**src/rtl/imem_arb_pkg.sv**
```systemverilog
// Shared types and constants for the instruction-memory access arbiter.
// Optional address checking is enabled with the IMEM_ADDR_CHECK_EN macro.
package imem_arb_pkg;

    typedef enum logic {ST_BOOT, ST_RUN} arb_state_t;

    typedef enum logic [1:0] {OWN_NONE, OWN_FETCH, OWN_LOAD} rd_owner_t;

    localparam logic [31:0] NOP_INSTR = 32'h0000_0013;

    // True when a byte address is not word aligned or lies beyond the RAM.
    function automatic logic addr_misfit(input logic [31:0] addr, input int unsigned aw);
        return (addr[1:0] != 2'b00) || ((addr >> (aw + 2)) != 32'd0);
    endfunction

endpackage

```
**src/rtl/imem_arb_starve_ctr.sv**
```systemverilog
// Saturating count of consecutive loader losses while the core is fetching.
// at_limit tells the arbiter to hand the loader one slot.
module imem_arb_starve_ctr #(
    parameter int STARVE_LIMIT = 4
) (
    input  logic clk,
    input  logic reset,
    input  logic inc,
    input  logic clr,
    output logic at_limit
);

    localparam int CW = $clog2(STARVE_LIMIT + 1);
    localparam logic [CW-1:0] LIMIT = CW'(STARVE_LIMIT);

    logic [CW-1:0] cnt_p1;

    always_ff @(posedge clk) begin
        if (reset || clr) begin
            cnt_p1 <= '0;
        end else if (inc && (cnt_p1 != LIMIT)) begin
            cnt_p1 <= cnt_p1 + 1'b1;
        end
    end

    assign at_limit = (cnt_p1 == LIMIT);

endmodule

```
**src/rtl/imem_access_arbiter.sv**
```systemverilog
// Shares one synchronous-read instruction RAM between core fetch and a boot/debug loader.
// Define IMEM_ADDR_CHECK_EN to trap misaligned/out-of-range addresses and add fault outputs.
module imem_access_arbiter
    import imem_arb_pkg::*;
#(
    parameter int ADDR_WIDTH   = 10,
    parameter int STARVE_LIMIT = 4
) (
    input  logic                  clk,
    input  logic                  reset,
    input  logic                  boot_done,
    input  logic                  fetch_req,
    input  logic [31:0]           fetch_addr,
    output logic                  fetch_gnt,
    output logic                  fetch_rvalid,
    output logic [31:0]           fetch_rdata,
    output logic                  core_stall,
    input  logic                  load_req,
    input  logic                  load_we,
    input  logic [31:0]           load_addr,
    input  logic [31:0]           load_wdata,
    output logic                  load_gnt,
    output logic                  load_rvalid,
    output logic [31:0]           load_rdata,
`ifdef IMEM_ADDR_CHECK_EN
    output logic                  fetch_fault,
    output logic                  load_fault,
`endif
    output logic                  mem_en,
    output logic                  mem_we,
    output logic [ADDR_WIDTH-1:0] mem_addr,
    output logic [31:0]           mem_wdata,
    input  logic [31:0]           mem_rdata
);

    arb_state_t state_p1, state_nxt;
    rd_owner_t  rd_owner_p1, rd_owner_nxt;
    logic       starve_at_limit;
    logic       fetch_bad, load_bad;
    logic       fetch_nop_p1, load_nop_p1, load_flt_p1;
    logic [31:0] fetch_hold_p1, load_hold_p1;

    // Address bits outside the word index only matter when checking is enabled.
    logic unused_addr_bits;
    assign unused_addr_bits = ^{fetch_addr[31:ADDR_WIDTH+2], fetch_addr[1:0],
                                load_addr[31:ADDR_WIDTH+2], load_addr[1:0]};

`ifdef IMEM_ADDR_CHECK_EN
    assign fetch_bad = addr_misfit(fetch_addr, ADDR_WIDTH);
    assign load_bad  = addr_misfit(load_addr, ADDR_WIDTH);
`else
    assign fetch_bad = 1'b0;
    assign load_bad  = 1'b0;
`endif

    always_ff @(posedge clk) begin
        if (reset) begin
            state_p1 <= ST_BOOT;
        end else begin
            state_p1 <= state_nxt;
        end
    end

    always_comb begin
        state_nxt = state_p1;
        if ((state_p1 == ST_BOOT) && boot_done) begin
            state_nxt = ST_RUN;
        end
    end

    // Request stage (p0): grant decision is purely combinational from requests and state.
    always_comb begin
        fetch_gnt = 1'b0;
        load_gnt  = 1'b0;
        if (!reset) begin
            case (state_p1)
                ST_BOOT: load_gnt = load_req;
                ST_RUN: begin
                    if (load_req && (!fetch_req || starve_at_limit)) begin
                        load_gnt = 1'b1;
                    end else begin
                        fetch_gnt = fetch_req;
                    end
                end
                default: ;
            endcase
        end
        core_stall = reset || (state_p1 == ST_BOOT) || (fetch_req && !fetch_gnt);
    end

    imem_arb_starve_ctr #(
        .STARVE_LIMIT(STARVE_LIMIT)
    ) u_starve (
        .clk     (clk),
        .reset   (reset),
        .inc     ((state_p1 == ST_RUN) && load_req && fetch_req && fetch_gnt),
        .clr     (load_gnt || !load_req),
        .at_limit(starve_at_limit)
    );

    always_comb begin
        mem_en    = 1'b0;
        mem_we    = 1'b0;
        mem_addr  = '0;
        mem_wdata = '0;
        if (fetch_gnt) begin
            mem_en   = !fetch_bad;
            mem_addr = fetch_addr[ADDR_WIDTH+1:2];
        end else if (load_gnt) begin
            mem_en   = !load_bad;
            mem_we   = load_we && !load_bad;
            mem_addr = load_addr[ADDR_WIDTH+1:2];
            if (load_we) begin
                mem_wdata = load_wdata;
            end
        end
    end

    always_comb begin
        rd_owner_nxt = OWN_NONE;
        if (fetch_gnt && !fetch_bad) begin
            rd_owner_nxt = OWN_FETCH;
        end else if (load_gnt && !load_we && !load_bad) begin
            rd_owner_nxt = OWN_LOAD;
        end
    end

    // Response stage (p1): remembers who owns the RAM read so the data can be steered back.
    // A faulting read answers with a NOP; a faulting write only raises the fault pulse.
    always_ff @(posedge clk) begin
        if (reset) begin
            rd_owner_p1  <= OWN_NONE;
            fetch_nop_p1 <= 1'b0;
            load_nop_p1  <= 1'b0;
            load_flt_p1  <= 1'b0;
        end else begin
            rd_owner_p1  <= rd_owner_nxt;
            fetch_nop_p1 <= fetch_gnt && fetch_bad;
            load_nop_p1  <= load_gnt && load_bad && !load_we;
            load_flt_p1  <= load_gnt && load_bad;
        end
    end

    assign fetch_rvalid = !reset && ((rd_owner_p1 == OWN_FETCH) || fetch_nop_p1);
    assign load_rvalid  = !reset && ((rd_owner_p1 == OWN_LOAD) || load_nop_p1);

    always_comb begin
        fetch_rdata = fetch_hold_p1;
        if (fetch_rvalid) begin
            fetch_rdata = fetch_nop_p1 ? NOP_INSTR : mem_rdata;
        end
        load_rdata = load_hold_p1;
        if (load_rvalid) begin
            load_rdata = load_nop_p1 ? NOP_INSTR : mem_rdata;
        end
    end

    // Read data is held between responses and cleared by reset so outputs start at zero.
    always_ff @(posedge clk) begin
        if (reset) begin
            fetch_hold_p1 <= '0;
            load_hold_p1  <= '0;
        end else begin
            if (fetch_rvalid) begin
                fetch_hold_p1 <= fetch_rdata;
            end
            if (load_rvalid) begin
                load_hold_p1 <= load_rdata;
            end
        end
    end

`ifdef IMEM_ADDR_CHECK_EN
    assign fetch_fault = !reset && fetch_nop_p1;
    assign load_fault  = !reset && load_flt_p1;
`endif

endmodule
```
**config.mk**
```make
export PLATFORM = sky130hd
export DESIGN_NAME = imem_access_arbiter
export DESIGN_NICKNAME = d
export VERILOG_FILES = /design/src/rtl/imem_arb_pkg.sv /design/src/rtl/imem_arb_starve_ctr.sv /design/src/rtl/imem_access_arbiter.sv
export SDC_FILE = /design/constraint.sdc
export NUM_CORES = 1
export LEC_CHECK = 0
export CORE_MARGIN = 5
export CORE_UTILIZATION = 39
export DETAILED_ROUTE_END_ITERATION = 10
export PLACE_DENSITY = 0.92
export SYNTH_ARGS = -nofsm -noshare
export SYNTH_HDL_FRONTEND = slang
export SYNTH_SLANG_ARGS = --single-unit
export TNS_END_PERCENT = 50
```
**constraint.sdc**
```tcl
create_clock -name clk -period 2.9 [get_ports clk]
set_input_delay 0.435 -clock clk [delete_from_list [all_inputs] [get_ports clk]]
set_output_delay 0.435 -clock clk [all_outputs]
set_load 0.05 [all_outputs]
```
==> impl_metrics.ini <==
[logic_synthesis]
synth_cell_types = 30
yosys_warnings = 0
syn_area_sq_um = 3648
seq_area_frac_synth = 0.3841
syn_avg_cell_area_sq_um = 8.387
synth_cells = 435
synth_fp_nets = 571
ys_seq_elements = 70

[sta]
slew_headroom = 0.4924
worstMarginPinSlew_ns = 0.7580
report.final.slew_viol_count = 0
fin_crit_ns = 2.449
fmax_ghz = 0.4083
fin_crit_sh = 0.8446
rsz0062_at_grt = no
clock_skew_ns = 0.009061
tns_ns = 0
setup_viol = 0
report.final.hold_viol_count = 0
finalWorstSetupSlack_ns = 0.4507

[place]
dp_cells = 724
hpwl_um = 9980
io_buffers = 202
post-place-ws_ns = 0.4585
gp_congestion = 0.8572

[die]
dieArea_sq_um = 11390
start_util = 0.3967
coreArea_sq_um = 9196
fp-row-count = 35
fp.dieH_um = 106.7
ios = 247
die_x_um = 106.7

[clocking]
clk_latency_ns = 0.34
hold_buffers = 0
clockBufferDepth = 2
clock_sinks = 70
cts_resized = 0
cts_setup_buffers = 0
clkSlewWorstSetupHoldPaths_ns = 0.08
cts_root_buffer = clkbuf_8
cts_tree = done
cts_inserted_buffers = 9
htreeDepth = 3

[route]
dr.pass1.iters = 4
via_count = 3827
drt-total-wl_um = 12900
wl_met3_um = 1174
drtIter0Drc = 144
wl_met2_um = 6872
met1Wirelength_um = 4495
viasPerCell = 5.172
drc = 0
top_layer_used = met4
wl_per_cell_um = 17.44
ant_nets = 0

[worst_setup_path]
cpMaxStageDelayCell = clkdlybuf4s50_1
critPathCaptureType = output port
cp.arrival_ns = 2.01
path_cells = clkdlybuf4s50_1, nand2_1, a311oi_2, buf_4, a22o_1, buf_12
crit_required_ns = 2.47
cp_top_family = buffers and inverters
worst_path_largest_cell_delay_ns = 0.58
crit_fanout = 12
crit_buf_inv = 3
worst-setup-path-type = in -> out
cp-start-kind = primary input

[global_route]
gr-total-overflow = 0
grt_pass1_wl_um = 20730
grt.total_usage = 0.2267
grt_max_degree = 47
grt_pass1_vias = 4218
antenna_found_initial = 0

[status]
status = finished, final reports clean

[power]
cellLeakagePower_nw = 2.635
power_density_nw_per_um2 = 413.7
fin_total_pwr_mw = 2.585
vdd_ir_drop_max_mv = 0.2526

[final_layout]
drive_gt1_frac = 0.3418
layout_common_cells = nand2_1 (130), clkdlybuf4s50_1 (88), buf_4 (78)
multi_input_area_sq_um = 2023
fin_util = 0.6796
regArea_sq_um = 1401
final_common_cell = nand2_1
synthToLayoutAreaGrowth_pct = 71.30
diodes = 0
fillers = 663
stdcell_count = 740
final_nets = 760

[hold_path]
worstHoldPathType = in -> reg

[run]
max_cap_violations = 0
==> logic make-up (layout without fill, tap and decap cells) <==
group,count (synthesis),after routing,share of synthesized area
compound gates,77,77,0.1241
xor+xnor,1,1,0.002401
fa+ha+maj,2,2,0.006858
buf+inv,41,235,0.06276
flops,70,70,0.3841
mux,64,64,0.1975
simple gates,180,180,0.2222
==> state kept, by name (all words and copies together), names as in the netlist <==
| name | cells |
|---|---|
| load_hold_p1 | 32 |
| u_starve.cnt_p1 | 3 |
| rd_owner_p1 | 2 |
| fetch_hold_p1 | 32 |
| state_p1 | 1 |
==> where the power goes <==
part           switching (mW)  internal, mW  leakage [nW]  total (mW)
combinational           0.395         0.314          1.96       0.709
clock                   0.385         0.487         0.109       0.872
sequential             0.0159         0.989         0.568        1.00
total                   0.796          1.79          2.64        2.59
==> synth_stat cells (all sizes together) <==
| library cell | instances | area, sq um |
|---|---|---|
| a21oi | 64 | 320.3 |
| a22o | 10 | 87.58 |
| a311oi | 2 | 23.77 |
| a31oi | 1 | 21.27 |
| and2 | 1 | 6.260 |
| and2b | 1 | 7.510 |
| and3 | 32 | 200.2 |
| buf | 26 | 172.7 |
| clkbuf | 12 | 45.04 |
| dfxtp | 70 | 1401 |
| ha | 2 | 25.02 |
| inv | 3 | 11.26 |
| mux2 | 64 | 720.7 |
| nand2 | 130 | 488.0 |
| nand2b | 3 | 26.27 |
| nand3 | 1 | 5.000 |
| nand3b | 1 | 7.510 |
| nand4 | 1 | 6.260 |
| nor2 | 4 | 30.03 |
| nor2b | 2 | 12.51 |
| nor3 | 3 | 15.01 |
| or2 | 1 | 6.260 |
| xnor2 | 1 | 8.760 |
==> worst reg2reg max path, cell delays in order, from the launching register on <==
cell,delay (ns)
dfxtp_1,0.38
nor2b_2,0.66
buf_4,0.36
nand2_1,0.08
a21oi_1,0.14
==> per-stage QoR <==
step                hold WS, ns  cell area (sq um)
detailed placement       0.4439               6027
global placement         0.4393               6027
CTS                      0.3863               6250
global route             0.3999               6250
finish                   0.3883               6250
floorplan                0.4281               3649
==> worst paths after layout <==
check / from / end / slack, ns / cells after the start
setup / recovery: fetch_req / mem_addr[9] / 0.45 / 6
hold / removal: reset / state_p1 / 0.39 / 2
setup reg to reg: rd_owner_p1[1] / load_hold_p1[31] / 1.21 / 4
hold reg to reg: fetch_hold_p1[31] / fetch_hold_p1[31] / 0.46 / 2
==> layer usage <==
metal / vias up / global-route usage
li1: 1850 / -
met1: 1784 / 0.2187
met2: 166 / 0.4321
met3: 27 / 0.08248
met4: 0 / 0.09132
met5: - / 0
==> layout make-up <==
type | instances | area share
Sequential cell | 70 | 0.2242
Clock inverter | 7 | 0.01582
Timing Repair Buffer | 216 | 0.3924
Tap cell | 111 | 0.02222
Clock buffer | 9 | 0.01982
Inverter | 3 | 0.001802
Multi-Input combinational cell | 324 | 0.3237
Note: power is estimated with default switching activity, not from simulation.
